## src/rtl/random_delay.sv

```systemverilog
// random_delay: waits a random number of milliseconds after a start request.
//
// The delay is MIN_MS plus the 12-bit value offered by an upstream LFSR,
// captured the cycle the FSM enters COUNT. A 16-bit tick counter divides
// clk down to 1 ms ticks, and ms_left counts down once per tick for display.
//
// Build option: define RANDOM_DELAY_STICKY_DONE_EN to keep done asserted in
// DONE until start or abort is seen. Without it, done is a one-cycle pulse.
//
// state    | meaning
// ---------+-----------------------------------------------------------
// IDLE     | waiting for start
// WAIT_RDY | start seen, waiting for lfsr_ready before capturing
// COUNT    | delay captured, ms_left counting down on each 1 ms tick
// DONE     | delay expired, done asserted

module random_delay #(
    parameter int TICK_DIV = 50000,
    parameter int MIN_MS   = 1000
) (
    input  logic        clk,
    input  logic        reset,
    input  logic [11:0] lfsr_val,
    input  logic        lfsr_ready,
    input  logic        start,
    input  logic        abort,
    output logic        busy,
    output logic        done,
    output logic [12:0] delay_ms,
    output logic [12:0] ms_left
);

    typedef enum logic [1:0] {
        IDLE     = 2'd0,
        WAIT_RDY = 2'd1,
        COUNT    = 2'd2,
        DONE     = 2'd3
    } state_t;

    localparam logic [15:0] TICK_LAST = 16'(TICK_DIV - 1);
    localparam logic [12:0] MIN_MS_W  = 13'(MIN_MS);

    state_t      state;
    state_t      next_state;
    logic [15:0] tick_cnt;
    logic        capture;
    logic        tick_last;
    logic [12:0] new_delay;

    // Both operands fit in 12 bits, so the 13-bit sum cannot overflow.
    assign new_delay = MIN_MS_W + {1'b0, lfsr_val};
    assign tick_last = (tick_cnt == TICK_LAST);

    // State register; reset forces IDLE immediately.
    always_ff @(posedge clk or posedge reset) begin
        if (reset) begin
            state <= IDLE;
        end else begin
            state <= next_state;
        end
    end

    // Next-state decode and the capture strobe for entry into COUNT.
    always_comb begin
        next_state = state;
        capture    = 1'b0;
        busy       = 1'b0;
        done       = 1'b0;

        if (abort) begin
            next_state = IDLE;
        end else begin
            case (state)
                IDLE: begin
                    if (start) begin
                        if (lfsr_ready) begin
                            next_state = COUNT;
                            capture    = 1'b1;
                        end else begin
                            next_state = WAIT_RDY;
                        end
                    end
                end
                WAIT_RDY: begin
                    if (lfsr_ready) begin
                        next_state = COUNT;
                        capture    = 1'b1;
                    end
                end
                COUNT: begin
                    // A zero delay finishes on the cycle after capture.
                    if (ms_left == 13'd0) begin
                        next_state = DONE;
                    end else if (tick_last && (ms_left == 13'd1)) begin
                        next_state = DONE;
                    end
                end
                DONE: begin
`ifdef RANDOM_DELAY_STICKY_DONE_EN
                    // A start here is treated exactly like a start in IDLE.
                    if (start) begin
                        if (lfsr_ready) begin
                            next_state = COUNT;
                            capture    = 1'b1;
                        end else begin
                            next_state = WAIT_RDY;
                        end
                    end
`else
                    next_state = IDLE;
`endif
                end
                default: next_state = IDLE;
            endcase
        end

        busy = (state == WAIT_RDY) || (state == COUNT);
        done = (state == DONE);
    end

    // Delay capture, 1 ms tick divider and ms_left countdown.
    always_ff @(posedge clk or posedge reset) begin
        if (reset) begin
            delay_ms <= 13'd0;
            ms_left  <= 13'd0;
            tick_cnt <= 16'd0;
        end else if (abort) begin
            // delay_ms is kept so the last captured value stays visible.
            ms_left  <= 13'd0;
            tick_cnt <= 16'd0;
        end else if (capture) begin
            delay_ms <= new_delay;
            ms_left  <= new_delay;
            tick_cnt <= 16'd0;
        end else if ((state == COUNT) && (ms_left != 13'd0)) begin
            if (tick_last) begin
                tick_cnt <= 16'd0;
                ms_left  <= ms_left - 13'd1;
            end else begin
                tick_cnt <= tick_cnt + 16'd1;
            end
        end else begin
            tick_cnt <= 16'd0;
        end
    end

endmodule

```

## config.mk

```make
export PLATFORM = sky130hd
export DESIGN_NAME = random_delay
export DESIGN_NICKNAME = d
export VERILOG_FILES = /design/src/rtl/random_delay.sv
export SDC_FILE = /design/constraint.sdc
export NUM_CORES = 1
export LEC_CHECK = 0
export CAP_MARGIN = 20
export CORE_MARGIN = 2
export CORE_UTILIZATION = 52
export DETAILED_ROUTE_END_ITERATION = 10
export GPL_ROUTABILITY_DRIVEN = 0
export GPL_TIMING_DRIVEN = 0
export PLACE_DENSITY_LB_ADDON = 0.15
export REMOVE_ABC_BUFFERS = 1
export SYNTH_ARGS = -nofsm -noshare
export SYNTH_HDL_FRONTEND = slang
export SYNTH_SLANG_ARGS = --single-unit
```

## constraint.sdc

```tcl
create_clock -name clk -period 2.8 [get_ports clk]
set_input_delay 0.56 -clock clk [delete_from_list [all_inputs] [get_ports clk]]
set_output_delay 0.56 -clock clk [all_outputs]
set_load 0.1 [all_outputs]
```

After elaboration in Yosys (flattened, before gate mapping)
Cells that the tools add are included.
- add/subtract/negate cells: 3
- multipliers: 0
- div/mod/pow operators: 0
- order comparisons: 0
- eq/ne operators: 8
- shift operators: 0
- muxes and demuxes: 19
- bitwise gates (word level): 1
- reduce and logical (&&, ||, !) cells: 11
- operators with widths (kind ; count):
    2-to-1 mux 16 bit ; 4
    2-to-1 mux 13 bit ; 4
    adder 16 x 1 -> 16 bit, second input constant ; 1
    == test 16 bit, second input constant ; 1
    adder 10 x 12 -> 13 bit, first input constant ; 1
    == test 13 x 1 -> 1 bit, second input constant ; 1
    zero test 13 bit ; 1
    nonzero test 13 bit ; 1
    subtractor 13 x 1 -> 13 bit, second input constant ; 1
    2-to-1 mux 2 bit ; 6
    case mux 2 bit (4 select lines) ; 1
    != test 3 bit, second input constant ; 2
    nonzero test 3 bit ; 2
    == test 2 bit, second input constant ; 2
    != test 4 bit, second input constant ; 1
    AND reduction 2 bit ; 2
    2-to-1 mux 1 bit ; 3
    AND reduction 3 bit ; 1
    == test 2 x 1 -> 1 bit, second input constant ; 1
    logical AND 1 bit ; 2
    zero test 2 bit ; 1
    case mux 1 bit (2 select lines) ; 1
    logical OR 1 bit ; 1
    NOT 1 bit ; 1
- register bits after elaboration: 44
- latch bits: 0
- memory bits (writable): 0
- ROM bits: 0
- input port bits: 17
- word-level logic and storage cells: 46
- memories kept: 0

Logic depth before layout (Yosys ltp)
Gate-level depths: netlist of the first run.
- word-level depth: 6
- mapped depth: 8

Least setup slack after synthesis of the first run
Ideal clock, no wire load.
- kind: flip-flop to flip-flop
- from: register ms_left[0]
- to: register state[1]
- arrival: 2695 ps
- slack: 9 ps
- cell stages (with the launch flop): 8
- buffers on the path: 0
- period minus slack after synthesis: 2791 ps
- path through: dfrtp_1 inv_1 ha_1 or4b_1 o31ai_4 a31oi_2 or4_1 o31ai_1
- cells in the longest elaborated chain, start to end: 4
- elaborated cells between the ends (all ways): 8
- classes of those cells: 2 x eq/ne; 3 x mux; 3 x reduce/logical
- RTL lines (element ; RTL line ; RTL):
    from (decl) ; 30 ; output logic [12:0] ms_left
    from (signal assigned) ; 133 ; ms_left <= new_delay;
    from (signal assigned) ; 138 ; ms_left <= ms_left - 13'd1;
    == test 13 x 1 -> 1 bit / zero test 13 bit (equally long branches) ; 94, 92 ;
    logical AND 1 bit / 2-to-1 mux 2 bit (equally long branches) ; 94, 92 ;
    != test 4 bit (no source line) / case mux 2 bit (4 select lines) (equally long branches) ; - ;
    AND reduction 3 bit (no source line) / 2-to-1 mux 2 bit (equally long branches) ; - ;
    to (signal assigned) ; 59 ; state <= next_state;
    to (decl) ; 43 ; state_t state;
Several ways; a longest one is shown, not always the timed one.
A chain may end at the register's enable or synchronous reset.

Worst setup path in the final report of the first run
- from: register ms_left[0]
- to: register state[0]
The elaborated chain is that of the path after synthesis.

==> results of run 1 <==
[sequential cells by signal, indices dropped and copies added, names as in the netlist]
register  cells
delay_ms     13
tick_cnt     16
state         2
ms_left      13
[how the worst min path moves through the flow]
stage | to | startpoint | cells past startpoint | slack, ns
detailed placement | tick_cnt[0] | tick_cnt[0] | 1 | 0.45
global placement | tick_cnt[0] | tick_cnt[0] | 1 | 0.46
global route | delay_ms[2] | delay_ms[2] | 2 | 0.50
floorplan | tick_cnt[0] | tick_cnt[0] | 1 | 0.43
CTS | tick_cnt[0] | tick_cnt[0] | 1 | 0.47
finish | tick_cnt[0] | tick_cnt[0] | 1 | 0.46
[metrics by stage]
step	worst slack (ns)	util	hold slack [ns]
floorplan	0.00916	-	0.433
global placement	-0.357	0.654	0.455
detailed placement	-0.327	0.659	0.455
CTS	0.0357	0.686	0.466
global route	0.0683	0.686	0.502
finish	0.218	0.686	0.462
[final cells by class]
type                       count  area (sq um)
sequential                    44          1100
inverter                      10          37.5
multi-input combinational    194          1230
tap                           52          65.1
clock buffer                   5          68.8
timing repair buffer          45           463
clock inverter                 3          42.5
fill                         369          1380
[cells in the final DEF, fill, tap and decap left out, types with 7 or more instances in the layout]
cell type,Yosys,routed
inv_1,10,9
ha_1,8,8
xnor2_1,15,15
nand3_1,12,12
nand2_1,36,36
dfrtp_1,44,44
a21oi_1,7,7
nor2_1,26,26
xor2_1,12,12
clkdlybuf4s50_1,0,43
nor3_1,9,9
[power groups by stage]
stage,Clock [uW],Combinational (uW),Sequential (uW)
floorplan,0,700,1920
global placement,0,2160,924
detailed placement,0,2190,929
CTS,494,2200,917
global route,511,2300,940
finish,482,2190,917
[cells by family after synthesis]
group | share of synthesized area
buffers and inverters | 0.0277
muxes | 0.00837
adders and majority gates | 0.0418
xor gates and xnor gates | 0.0989
DFF | 0.460
and+or+nand+nor | 0.249
AOI/OAI and AO/OA | 0.114
[worst max-delay path: stages (launching register included)]
cell	delay, ns
dfrtp_1	0.44
inv_1	0.12
ha_1	0.19
or4b_1	0.60
o31ai_4	0.44
a31oi_2	0.09
or4_1	0.52
o31ai_1	0.08
[metal layers]
| metal | GRT usage | wire, microns |
|---|---|---|
| met5 | 0 | 0 |
| met4 | 0.0566 | 39 |
| met1 | 0.312 | 2610 |
| met2 | 0.351 | 2510 |
| met3 | 0.0408 | 230 |
[repair_timing]
| item | CTS | global route |
|---|---|---|
| gates resized for setup | 1 | 1 |
| cloned | 0 | 0 |
| setup endpoints to repair | 1 | 1 |
| pin swaps | 0 | 0 |
==> flow_metrics.py, run 1 <==
metrics = {
    "outcome": {
        "outcome": "complete, no violations",
    },
    "clock_tree": {
        "tritoncts": "done",
        "cts_hold_buf": 0,
        "clock_latency_ns": 0.30,
        "htree_num_levels": 2,
        "cts_inserted_buffers": 5,
        "cts_setup_buffers": 0,
        "clk_path_buf_depth": 2,
        "clk_pin_slew_ns": 0.08,
        "cts_num_sinks": 44,
        "cts-root-buf": "clkbuf_8",
    },
    "critical_path": {
        "r2r-end": "state[0]",
        "endpoint_kind": "flop",
        "crit_start": "ms_left[0]",
        "worstSetupPathType": "flop to flop",
        "cp.required_ns": 3.00,
        "r2r_start": "ms_left[0]",
        "r2r_setup_slack_ns": 0.22,
        "reg2regPathDepth": 7,
        "endpoint": "state[0]",
        "worstPathMaxFanout": 7,
        "critPathArrivalTime_ns": 2.78,
        "cp-start-kind": "flop",
    },
    "global_routing": {
        "antenna_found_initial": 0,
        "track_usage": 0.220,
        "grt_pass1_wl_microns": 8920,
        "grt_max_degree": 36,
        "grt_pass1_vias": 1884,
        "grt_overflow_total": 0,
    },
    "pwr": {
        "netSwitchingFraction": 0.556,
        "peakVddDrop_mv": 0.758,
        "switching_power_uw": 2000,
        "clkPwrFrac": 0.134,
        "combPwrFrac": 0.610,
        "totalPowerFinal_uw": 3590,
        "internal_power_uw": 1590,
        "p_per_area_nw_per_um2": 1190,
        "p_leak_uw": 0.00130,
        "seqPwrFrac": 0.255,
    },
    "drt": {
        "drc_errors": 0,
        "vias": 2000,
        "via_per_inst": 5.67,
        "initialDrtViolationCount": 100,
        "detail-route-antenna-nets": 0,
        "drt_wl_total_microns": 5390,
        "wl_per_cell_microns": 15.3,
        "drt_pass1_iterations": 4,
    },
    "floorplan": {
        "rows": 24,
        "die_height_microns": 71.8,
        "coreArea_sq_um": 4380,
        "start_util": 0.546,
        "ios": 45,
        "dieWidth_microns": 71.8,
        "die_area_sq_um": 5160,
    },
    "placement": {
        "dp_hpwl_microns": 3960,
        "place_area_sq_um": 2890,
        "dp.cells": 345,
        "numPortBuffers": 44,
    },
    "timing": {
        "setup_violations": 0,
        "rsz0062_at_grt": "no",
        "fin_crit_sh": 0.922,
        "hold_viol": 0,
        "worst_slew_pin_slew_ns": 0.982,
        "relSlewSlack": 0.343,
        "min_period_ns": 2.58,
        "slew_violations": 0,
        "fin_worst_skew_ns": 0.00760,
        "max_freq_mhz": 387,
        "fin_setup_tns_ns": 0,
    },
    "synthesis": {
        "synth_top_cell_by_area": "dfrtp_1",
        "ys_ff_latch": 44,
        "syn_area_sq_um": 2390,
        "synth_top_area_share": 0.460,
        "ys_seq_area_frac": 0.460,
        "yosysWarnings": 0,
        "ys_top_cells_by_count": "dfrtp_1 (44), nand2_1 (36), nor2_1 (26)",
        "netlist_top_cells_area": "dfrtp_1 (46%), nand2_1 (5.6%), xnor2_1 (5.5%)",
        "synthCells": 255,
        "synth_most_common_cell": "dfrtp_1",
        "synth-edff-count": 0,
        "synth_cell_type_count": 43,
        "syn-mean-instance-area_sq_um": 9.38,
        "synthFlopType": "dfrtp_1",
        "synthArstFlopShare": 1.00,
    },
    "final_layout": {
        "areaGrowthSynthToFinish_pct": 25.7,
        "layout.cells.non_filler": 353,
        "fin_nets": 325,
        "drive_above_1_share": 0.0532,
        "design_area_sq_um": 3010,
        "diodes": 0,
    },
    "worst_hold_path": {
        "hp-class": "flop to flop",
    },
    "job": {
        "maxCapViolCount": 0,
    },
}
No activity file was read; power rests on OpenSTA's default activity.
==> inputs of run 2 (changes only) <==
- CORE_UTILIZATION: 52 -> 35
==> run 2 against run 1 <==
Effect of this change:
- combinational power barely moved
- register-to-register slack is essentially flat
- routed wire length increased by 5.7%
- global-route usage shrank 5.6 points
- clock skew rose by 0.0021 ns
- sequential power about the same
- fmax decreased by 0.13%
- critical path type unchanged
- largest cell class unchanged
==> flow_metrics.py, run 2 (synthesized netlist as in run 1, its figures left out) <==
metrics = {
    "final_layout": {
        "final_common_cell": "dfrtp_1",
        "reg_top3": "tick_cnt x16, delay_ms x13, ms_left x13",
        "regMostFlops": "tick_cnt",
        "fin_nets": 326,
        "areaGrowthSynthToFinish_pct": 26.5,
        "largest_register_ffs": 16,
        "drive_above_1_share": 0.0497,
        "fill_cells": 642,
        "layout_common_cells": "dfrtp_1 (44), clkdlybuf4s50_1 (43), nand2_1 (36)",
        "diodes": 0,
    },
    "critical_path": {
        "reg2regPathDepth": 7,
        "worstPathMaxFanout": 7,
        "path_delay_family": "simple AND/OR/NAND/NOR gates",
        "crit_chain": "inv_1 -> ha_1 -> or4b_1 -> o31ai_4 -> a31oi_2 -> or4_1 -> o31ai_1",
        "critPathArrivalTime_ns": 2.77,
        "critPathSlowestCell": "or4b_1",
        "r2r_setup_slack_ns": 0.22,
        "cp.required_ns": 2.99,
        "crit_buf_inv": 1,
        "cp-start-kind": "flop",
        "r2r-end": "state[1]",
        "cpPeakStageDelay_ns": 0.60,
        "endpoint_kind": "flop",
        "r2r_start": "ms_left[0]",
        "worstSetupPathType": "flop to flop",
    },
    "pwr": {
        "switching_power_uw": 1990,
        "internal_power_uw": 1530,
        "netSwitchingFraction": 0.566,
        "seqPwrFrac": 0.260,
        "p_leak_uw": 0.00130,
        "peakVddDrop_mv": 0.568,
        "combPwrFrac": 0.622,
        "clkPwrFrac": 0.118,
        "p_per_area_nw_per_um2": 1170,
    },
    "global_routing": {
        "grt_pass1_wl_microns": 9700,
        "grt_pass1_vias": 1956,
        "grt_max_degree": 28,
        "track_usage": 0.165,
        "antenna_found_initial": 0,
        "grt_overflow_total": 0,
    },
    "clock_tree": {
        "clk_pin_slew_ns": 0.09,
        "cts_inserted_buffers": 5,
        "clock_latency_ns": 0.30,
        "cts_setup_buffers": 0,
        "clk_path_buf_depth": 2,
        "htree_num_levels": 2,
        "tritoncts": "done",
        "cts-root-buf": "clkbuf_8",
        "cts_num_sinks": 44,
    },
    "timing": {
        "hold_viol": 0,
        "max_freq_mhz": 387,
        "slew_violations": 0,
        "min_period_ns": 2.58,
        "setup_violations": 0,
        "fin_crit_sh": 0.923,
        "rsz0062_at_grt": "no",
        "fin_worst_skew_ns": 0.00973,
        "worst_slew_pin_slew_ns": 0.996,
        "hold_slack_ns": 0.462,
        "fin_ws_ns": 0.215,
        "relSlewSlack": 0.334,
    },
    "floorplan": {
        "rows": 30,
        "die_height_microns": 86.7,
        "start_util": 0.356,
        "coreArea_sq_um": 6720,
        "die_area_sq_um": 7510,
        "dieWidth_microns": 86.7,
        "ios": 45,
    },
    "worst_hold_path": {
        "worstHoldEndpoint": "tick_cnt[0]",
        "hold_path.startpoint": "tick_cnt[0]",
        "min_path_cells": 1,
        "hp-class": "flop to flop",
    },
    "placement": {
        "dp_hpwl_microns": 4260,
        "place_ws_ns": -0.0715,
        "numPortBuffers": 44,
    },
    "drt": {
        "drt_pass1_iterations": 4,
        "dr_wl_met3_microns": 263,
        "wl_met1_microns": 2930,
        "drt_wl_total_microns": 5700,
        "wl_per_cell_microns": 14.9,
        "drc_errors": 0,
        "via_per_inst": 5.19,
        "vias": 1984,
        "initialDrtViolationCount": 96,
        "dr_wl_met2_microns": 2450,
        "detail-route-antenna-nets": 0,
        "top_layer": "met4",
    },
    "outcome": {
        "outcome": "complete, no violations",
    },
    "job": {
        "maxCapViolCount": 0,
    },
}
[run 2: cell types whose count changed in the layout (fill, tap and decap cells not counted)]
cell,delta
bufinv_16,-1
clkbuf_8,+1
clkbuf_1,+1
clkinv_2,-1
nor3b_2,-1
buf_2,+1
nor3b_1,+1
[run 2: routing by layer]
layer / vias up / GRT usage
met5: - / 0
li1: 992 / -
met1: 939 / 0.244
met3: 5 / 0.0371
met4: 0 / 0.0469
met2: 48 / 0.241
[run 2: final cells by class]
cell class / instances / area [sq um] / area share
clock buffers: 7 / 86.3 / 0.0285
clock inverters: 1 / 7.51 / 0.00248
inverters: 10 / 37.5 / 0.0124
multi-input cells: 194 / 1220 / 0.405
flip-flops and latches: 44 / 1100 / 0.364
well taps: 80 / 100 / 0.0331
repair buffers: 46 / 468 / 0.155
[run 2: worst max-delay path by stage]
stage / startpoint / endpoint / depth (start not counted)
2_1_floorplan: ms_left[0] / state[1] / 7
3_3_place_gp: abort / ms_left[10] / 5
6_report: ms_left[0] / state[1] / 7
5_1_grt: ms_left[0] / state[1] / 7
3_5_place_dp: abort / ms_left[11] / 5
4_1_cts: state[1] / busy / 3
[run 2: stage by stage]
stage,util,TNS (ns),cell area [sq um],power [uW],instances
floorplan,-,0,2360,2620,248
global placement,0.432,-0.577,2900,3120,372
detailed placement,0.436,-0.0950,2930,3130,374
CTS,0.450,0,3020,3560,382
global route,0.450,0,3030,3720,382
finish,0.450,0,3030,3520,382
[run 2: timing repair]
action,CTS,global route
gates resized for setup,0,1
setup endpoints to repair,0,2
hold buffers,0,0
[run 2: power by group through the flow]
stage	Clock, uW	Combinational (uW)	Sequential [uW]
6_report	417	2190	916
5_1_grt	461	2320	941
4_1_cts	439	2210	919
3_5_place_dp	0	2200	932
3_3_place_gp	0	2190	929
2_1_floorplan	0	700	1920
